**src/rtl/graf_pkg.sv**
```systemverilog
// Shared constants and FSM state type for the wiimote camera -> screen pen path.
package graf_pkg;

  localparam int CAM_W = 1024;
  localparam int CAM_H = 768;
  localparam int SCR_W = 640;
  localparam int SCR_H = 480;

  localparam logic [9:0] NO_BLOB = 10'd1023;

  // 1024 -> 640 and 768 -> 480 are both a 5/8 ratio
  localparam int SCALE_MUL   = 5;
  localparam int SCALE_SHIFT = 3;

  typedef enum logic [1:0] {
    COLLECT = 2'd0,
    SCALE   = 2'd1,
    HOLD    = 2'd2
  } state_t;

endpackage

```
**src/rtl/blob_tracker_if.sv**
```systemverilog
// Sample-in / coordinate-out bundle between camera reader, blob_tracker and pixel_buffer.
interface blob_tracker_if;

  logic       in_valid;
  logic [9:0] x_in;
  logic [9:0] y_in;
  logic       out_valid;
  logic       out_ready;
  logic [9:0] x_out;
  logic [8:0] y_out;
  logic       pen_down;
  logic       overrun;

  modport master (
    output in_valid, x_in, y_in, out_ready,
    input  out_valid, x_out, y_out, pen_down, overrun
  );

  modport slave (
    input  in_valid, x_in, y_in, out_ready,
    output out_valid, x_out, y_out, pen_down, overrun
  );

endinterface

```
**src/rtl/axis_average.sv**
```systemverilog
// One-axis window accumulator; presents (acc >> AVG_LOG2) * 5/8 combinationally.
module axis_average
  import graf_pkg::*;
#(
  parameter int AVG_LOG2 = 2,
  parameter int OUT_W    = 10
) (
  input  logic             clk,
  input  logic             reset,
  input  logic             i_clr,
  input  logic             i_add,
  input  logic [9:0]       i_data,
  output logic [OUT_W-1:0] o_scaled
);

  localparam int ACC_W = 10 + AVG_LOG2;

  logic [ACC_W-1:0] r_acc_p0;
  logic [9:0]       w_avg;

  // 13-bit product holds 1023*5; truncating shift keeps results within the screen
  function automatic logic [12:0] scale_5_8(input logic [9:0] avg);
    logic [12:0] prod;
    prod = 13'(avg) * 13'(SCALE_MUL);
    return prod >> SCALE_SHIFT;
  endfunction

  always_ff @(posedge clk) begin
    if (reset || i_clr) begin
      r_acc_p0 <= '0;
    end else if (i_add) begin
      r_acc_p0 <= r_acc_p0 + ACC_W'(i_data);
    end
  end

  assign w_avg    = 10'(r_acc_p0 >> AVG_LOG2);
  assign o_scaled = OUT_W'(scale_5_8(w_avg));

endmodule

```
**src/rtl/blob_tracker.sv**
```systemverilog
// Averages wiimote blob samples, scales to 640x480, tracks pen presence.
// Optional macro MIRROR_X_EN mirrors x (639 - x) for a user-facing camera.
module blob_tracker
  import graf_pkg::*;
#(
  parameter int AVG_LOG2   = 2,
  parameter int LOST_LIMIT = 4
) (
  input logic           clk,
  input logic           reset,
  blob_tracker_if.slave bus
);

  localparam int WIN    = 1 << AVG_LOG2;
  localparam int CNT_W  = AVG_LOG2 + 1;
  localparam int LOST_W = 4;

  state_t            r_state, w_state_nxt;
  logic [CNT_W-1:0]  r_cnt, w_cnt_nxt;
  logic [LOST_W-1:0] r_lost, w_lost_nxt, w_lost_sat;
  logic              r_out_valid, w_out_valid_nxt;
  logic              r_pen_down, w_pen_nxt;
  logic              r_overrun, w_overrun_nxt;
  logic [9:0]        r_x_out_p1;
  logic [8:0]        r_y_out_p1;

  logic       w_blob, w_noblob;
  logic       w_acc_add, w_acc_clr, w_load;
  logic [9:0] w_y_clamped;
  logic [9:0] w_x_scaled, w_x_final;
  logic [8:0] w_y_scaled;

  function automatic logic [9:0] clamp_y(input logic [9:0] y);
    return (y > 10'(CAM_H - 1)) ? 10'(CAM_H - 1) : y;
  endfunction

  assign w_blob      = bus.in_valid && (bus.y_in != NO_BLOB);
  assign w_noblob    = bus.in_valid && (bus.y_in == NO_BLOB);
  assign w_y_clamped = clamp_y(bus.y_in);
  assign w_lost_sat  = (r_lost == LOST_W'(LOST_LIMIT)) ? r_lost : r_lost + LOST_W'(1);

  // ---- stage p0: per-axis accumulation ----
  axis_average #(.AVG_LOG2(AVG_LOG2), .OUT_W(10)) u_avg_x (
    .clk      (clk),
    .reset    (reset),
    .i_clr    (w_acc_clr),
    .i_add    (w_acc_add),
    .i_data   (bus.x_in),
    .o_scaled (w_x_scaled)
  );

  axis_average #(.AVG_LOG2(AVG_LOG2), .OUT_W(9)) u_avg_y (
    .clk      (clk),
    .reset    (reset),
    .i_clr    (w_acc_clr),
    .i_add    (w_acc_add),
    .i_data   (w_y_clamped),
    .o_scaled (w_y_scaled)
  );

`ifdef MIRROR_X_EN
  assign w_x_final = 10'(SCR_W - 1) - w_x_scaled;
`else
  assign w_x_final = w_x_scaled;
`endif

  always_comb begin
    w_state_nxt     = r_state;
    w_cnt_nxt       = r_cnt;
    w_lost_nxt      = r_lost;
    w_out_valid_nxt = r_out_valid;
    w_pen_nxt       = r_pen_down;
    w_overrun_nxt   = r_overrun;
    w_acc_add       = 1'b0;
    w_acc_clr       = 1'b0;
    w_load          = 1'b0;

    // No-blob samples age the lost counter in every state
    if (w_noblob) w_lost_nxt = w_lost_sat;

    unique case (r_state)
      COLLECT: begin
        if (w_blob) begin
          w_acc_add  = 1'b1;
          w_lost_nxt = '0;
          if (r_cnt == CNT_W'(WIN - 1)) begin
            w_cnt_nxt   = '0;
            w_state_nxt = SCALE;
          end else begin
            w_cnt_nxt = r_cnt + CNT_W'(1);
          end
        end else if (w_noblob) begin
          w_acc_clr = 1'b1;
          w_cnt_nxt = '0;
        end
      end
      SCALE: begin
        w_load          = 1'b1;
        w_acc_clr       = 1'b1;
        w_out_valid_nxt = 1'b1;
        w_pen_nxt       = 1'b1;
        w_state_nxt     = HOLD;
        if (w_blob) w_overrun_nxt = 1'b1;
      end
      HOLD: begin
        if (w_blob) w_overrun_nxt = 1'b1;
        if (r_out_valid && bus.out_ready) begin
          w_out_valid_nxt = 1'b0;
          w_state_nxt     = COLLECT;
        end
      end
      default: w_state_nxt = COLLECT;
    endcase

    if (w_noblob && (w_lost_sat == LOST_W'(LOST_LIMIT))) w_pen_nxt = 1'b0;
  end

  always_ff @(posedge clk) begin
    if (reset) begin
      r_state     <= COLLECT;
      r_cnt       <= '0;
      r_lost      <= '0;
      r_out_valid <= 1'b0;
      r_pen_down  <= 1'b0;
      r_overrun   <= 1'b0;
    end else begin
      r_state     <= w_state_nxt;
      r_cnt       <= w_cnt_nxt;
      r_lost      <= w_lost_nxt;
      r_out_valid <= w_out_valid_nxt;
      r_pen_down  <= w_pen_nxt;
      r_overrun   <= w_overrun_nxt;
    end
  end

  // ---- stage p1: scaled coordinate register, held through HOLD ----
  always_ff @(posedge clk) begin
    if (reset) begin
      r_x_out_p1 <= '0;
      r_y_out_p1 <= '0;
    end else if (w_load) begin
      r_x_out_p1 <= w_x_final;
      r_y_out_p1 <= w_y_scaled;
    end
  end

  assign bus.out_valid = r_out_valid;
  assign bus.x_out     = r_x_out_p1;
  assign bus.y_out     = r_y_out_p1;
  assign bus.pen_down  = r_pen_down;
  assign bus.overrun   = r_overrun;

endmodule

```
**src/flat_wrapper.sv**
```systemverilog
// flat-port wrapper written by rule: the top's interface ports become plain ports
module blob_tracker_flat import graf_pkg::*;
#(
  parameter int AVG_LOG2   = 2,
  parameter int LOST_LIMIT = 4
)
  (clk, reset, bus_in_valid, bus_x_in, bus_y_in, bus_out_ready, bus_out_valid, bus_x_out, bus_y_out, bus_pen_down, bus_overrun);
  blob_tracker_if bus_i ();
  input logic clk;
  input logic reset;
  input wire logic [$bits(bus_i.in_valid)-1:0] bus_in_valid;
  input wire logic [$bits(bus_i.x_in)-1:0] bus_x_in;
  input wire logic [$bits(bus_i.y_in)-1:0] bus_y_in;
  input wire logic [$bits(bus_i.out_ready)-1:0] bus_out_ready;
  output wire logic [$bits(bus_i.out_valid)-1:0] bus_out_valid;
  output wire logic [$bits(bus_i.x_out)-1:0] bus_x_out;
  output wire logic [$bits(bus_i.y_out)-1:0] bus_y_out;
  output wire logic [$bits(bus_i.pen_down)-1:0] bus_pen_down;
  output wire logic [$bits(bus_i.overrun)-1:0] bus_overrun;
  assign bus_i.in_valid = bus_in_valid;
  assign bus_i.x_in = bus_x_in;
  assign bus_i.y_in = bus_y_in;
  assign bus_i.out_ready = bus_out_ready;
  assign bus_out_valid = bus_i.out_valid;
  assign bus_x_out = bus_i.x_out;
  assign bus_y_out = bus_i.y_out;
  assign bus_pen_down = bus_i.pen_down;
  assign bus_overrun = bus_i.overrun;
  blob_tracker #(.AVG_LOG2(AVG_LOG2), .LOST_LIMIT(LOST_LIMIT)) u_core (.clk(clk), .reset(reset), .bus(bus_i));
endmodule
```
**config.mk**
```make
export PLATFORM = sky130hd
export DESIGN_NAME = blob_tracker_flat
export DESIGN_NICKNAME = d
export VERILOG_FILES = /design/src/rtl/graf_pkg.sv /design/src/rtl/blob_tracker_if.sv /design/src/rtl/axis_average.sv /design/src/rtl/blob_tracker.sv /design/src/flat_wrapper.sv
export SDC_FILE = /design/constraint.sdc
export NUM_CORES = 1
export LEC_CHECK = 0
export ABC_AREA = 1
export CORE_MARGIN = 3
export CORE_UTILIZATION = 30
export CTS_CLUSTER_SIZE = 28
export DETAILED_ROUTE_END_ITERATION = 12
export MAX_ROUTING_LAYER = met4
export PLACE_DENSITY_LB_ADDON = 0.05
export RECOVER_POWER = 100
export SETUP_SLACK_MARGIN = 0.2
export SLEW_MARGIN = 20
export SYNTH_ARGS = -nofsm -noshare
export SYNTH_HDL_FRONTEND = slang
export SYNTH_SLANG_ARGS = --single-unit
```
**constraint.sdc**
```tcl
create_clock -name clk -period 2.4 [get_ports clk]
set_clock_uncertainty 0.2 [all_clocks]
set_input_delay 0.36 -clock clk [delete_from_list [all_inputs] [get_ports clk]]
set_output_delay 0.36 -clock clk [all_outputs]
set_load 0.02 [all_outputs]
```
==> results.sh <==
export IMPL_outcome="finished, final reports clean"
export IMPL_synth_compound_area_frac=0.09373
export IMPL_drc=0
export IMPL_synth_xor_area_frac=0.02593
export IMPL_cts_tree="yes"
export IMPL_vias=4246
export IMPL_setup_viol=0
export IMPL_final_common_cell="nand2_1"
export IMPL_final_cell_mix="nand2_1, nor2_1, inv_1"
export IMPL_clk_pin_slew_worst_paths_ns=0.08
export IMPL_synth_top_family_by_area="simple AND/OR/NAND/NOR gates"
export IMPL_start_util=0.3116
export IMPL_synth_largest_area_cell="dfxtp_1"
export IMPL_synth_simple_area_share=0.3567
export IMPL_r2r_start="u_core.u_avg_y.r_acc_p0[3]"
export IMPL_vdd_ir_drop_max_mv=0.2976
export IMPL_muxShareOfSynthArea=0
export IMPL_cp_max_fo=3
export IMPL_p_total_uw=2955
export IMPL_ys_seq_area_frac=0.2507
export IMPL_core_um2=14100
export IMPL_io_buffers=45
export IMPL_via_per_inst=4.566
export IMPL_synth_seq_cells=55
export IMPL_area_growth_pct=30.11
export IMPL_ys_types=38
export IMPL_start_kind="flip-flop"
export IMPL_gp_congestion=0.8399
export IMPL_htreeDepth=2
export IMPL_grt_overflow=0
export IMPL_power_density_nw_per_um2=517.2
export IMPL_reg2regPathDepth=11
export IMPL_drt_initial_drc_count=178
export IMPL_diodes=0
export IMPL_cts_sinks=55
export IMPL_clockBufferDepth=2
export IMPL_io_pins=46
export IMPL_max_slew_margin=0.7021
export IMPL_first_global_vias=3967
export IMPL_die_y_um=127.0
export IMPL_fin_crit_sh=0.9093
export IMPL_min_period_ns=2.182
export IMPL_dr_pass1_iters=4
export IMPL_placementRows=43
export IMPL_place_inst=920
export IMPL_yosys_warnings=0
export IMPL_wl_per_cell_um=12.44
export IMPL_synth_area_top_cells="dfxtp_1, ha_1, nand2_1, nor2_1, inv_1"
export IMPL_hold_start="u_core.r_cnt[2]"
export IMPL_grt_pass1_wl_um=19550
export IMPL_fmax_ghz=0.4582
export IMPL_syn_inst=670
export IMPL_cap_violations=0
export IMPL_design_area_um2=5714
export IMPL_cts_buffers=5
export IMPL_nNetsFinal=833
export IMPL_rsz0062_at_grt="yes"
export IMPL_r2r_end="u_core.bus.y_out[6]"
export IMPL_clk_latency_ns=0.31
export IMPL_crit_path_end_kind="flip-flop"
export IMPL_synth_nets=754
export IMPL_hold_viol_final=0
export IMPL_routed_wl_um=11570
export IMPL_die_area_um2=16130
export IMPL_hold_path_class="flip-flop to flip-flop"
export IMPL_synth_top_cell_area_share=0.2507
export IMPL_multiInputGateArea_um2=3126
export IMPL_tns_ns=0
export IMPL_power_leakage_uw=0.002935
export IMPL_endpoint="u_core.bus.y_out[6]"
export IMPL_drive_above_1_share=0.1707
export IMPL_placed_area_um2=5295
export IMPL_antenna_found_initial=0
export IMPL_syn_area_per_cell_um2=6.555
export IMPL_root_buffer="clkbuf_16"
export IMPL_rrSetupSlack_ns=0.22
export IMPL_fin_cells=930
export IMPL_grt_usage=0.1515
export IMPL_netlist_area_um2=4392
export IMPL_required_ns=2.41
export IMPL_grt_max_degree=24
export IMPL_ff_latch_area_um2=1109
export IMPL_hpwl_um=9243
export IMPL_drv_slew=0
export IMPL_critPathLaunch="u_core.u_avg_y.r_acc_p0[3]"
export IMPL_crit_type="flip-flop to flip-flop"
export IMPL_drtAntennaViolNets=0
export IMPL_tightestPinTransition_ns=0.4468
export IMPL_cp_arrival_ns=2.20
export IMPL_hold_buffers=0
export IMPL_synth_fa_ha_area_frac=0.1778
export IMPL_dieWidth_um=127.0
export IMPL_fillers=1501
[cell type report]
class	count	share of cell area
Multi-Input combinational cell	513	0.5470
Timing Repair Buffer	84	0.1342
Inverter	90	0.05956
Clock buffer	5	0.02190
Sequential cell	55	0.1940
Tap cell	180	0.03941
Clock inverter	3	0.003941
[critical path: stages (launching register included)]
cell     delay (ns)
dfxtp_1        0.47
ha_1           0.29
ha_2           0.20
fa_2           0.36
nand3_1        0.09
nand2_2        0.09
nand3_1        0.10
nand2_1        0.06
nand2_1        0.05
nand3_1        0.07
nand2_1        0.08
inv_1          0.03
[cells by family (layout without fill, tap and decap cells)]
family          after synthesis  after routing
buf+inv                     102            182
fa+ha+maj                    60             60
simple gates                365            365
compound gates               75             75
flops                        55             55
xor+xnor                     13             13
[registers in the layout, indices dropped and copies added (netlist names)]
name                     cells
u_core.r_cnt                 3
u_core.r_state               2
u_core.u_avg_x.r_acc_p0     12
u_core.bus.overrun           1
u_core.bus.x_out            10
u_core.bus.y_out             9
u_core.u_avg_y.r_acc_p0     12
u_core.bus.out_valid         1
u_core.r_lost                4
u_core.bus.pen_down          1
[worst min-delay path by stage]
stage,to,cells after the start
floorplan,u_core.r_cnt[2],2
global placement,u_core.r_cnt[2],2
detailed placement,u_core.r_cnt[2],2
CTS,u_core.r_cnt[2],2
global route,u_core.r_cnt[2],2
finish,u_core.r_cnt[2],2
[metal layers]
| layer | wire length, um | vias to the layer above | share of wire | GRT usage |
|---|---|---|---|---|
| li1 | - | 2302 | - | - |
| met1 | 6191 | 1882 | 0.54 | 0.2137 |
| met2 | 4923 | 56 | 0.43 | 0.2273 |
| met3 | 364 | 6 | 0.031 | 0.02885 |
| met4 | 89 | 0 | 0.0077 | 0.03028 |
| met5 | 0 | - | 0 | - |
[power breakdown]
group	leakage, uW	internal (uW)	switching [uW]
Combinational	0.00241	504	636
Sequential	0.000450	973	67.8
Clock	0.0000742	393	382
Total	0.00293	1870	1090
[synth_stat cells]
library cell	number
o21ai_0	16
buf_6	3
buf_2	2
inv_4	1
nand2_2	2
o21a_1	3
buf_1	1
nor2_1	89
buf_4	2
nand3_4	1
ha_1	56
nand2_1	183
nand3_2	4
nand2_4	1
o21ai_2	1
o21ai_1	3
inv_1	84
or2_2	10
nand3_1	62
a21oi_2	1
nand4_1	6
nand3b_1	1
dfxtp_1	55
xor2_1	12
clkinv_1	1
a21oi_1	45
xnor2_1	1
inv_2	4
a211oi_1	2
fa_1	4
a31oi_1	2
nor2_4	2
clkbuf_1	4
o21ai_4	1
nor3b_1	1
nor3_1	2
a22oi_1	1
nor2_2	1
[repair_timing]
| action | 4_1_cts | 5_1_grt |
|---|---|---|
| resized for setup | 25 | 55 |
| setup endpoints to repair | 12 | 24 |
| pin swaps | 7 | 18 |
| buffers inserted | 0 | 2 |
[through the flow]
step / worst slack (ns) / hold WS (ns) / utilization
final: 0.2176 / 0.2470 / 0.4054
after global placement: -0.2637 / 0.2338 / 0.3756
after global routing: 0.1055 / 0.2776 / 0.4054
after CTS: 0.1513 / 0.2510 / 0.3943
after detailed placement: -0.2761 / 0.2385 / 0.3756
after floorplan: 0.2333 / 0.2237 / -
(Power assumes the default switching activity.)
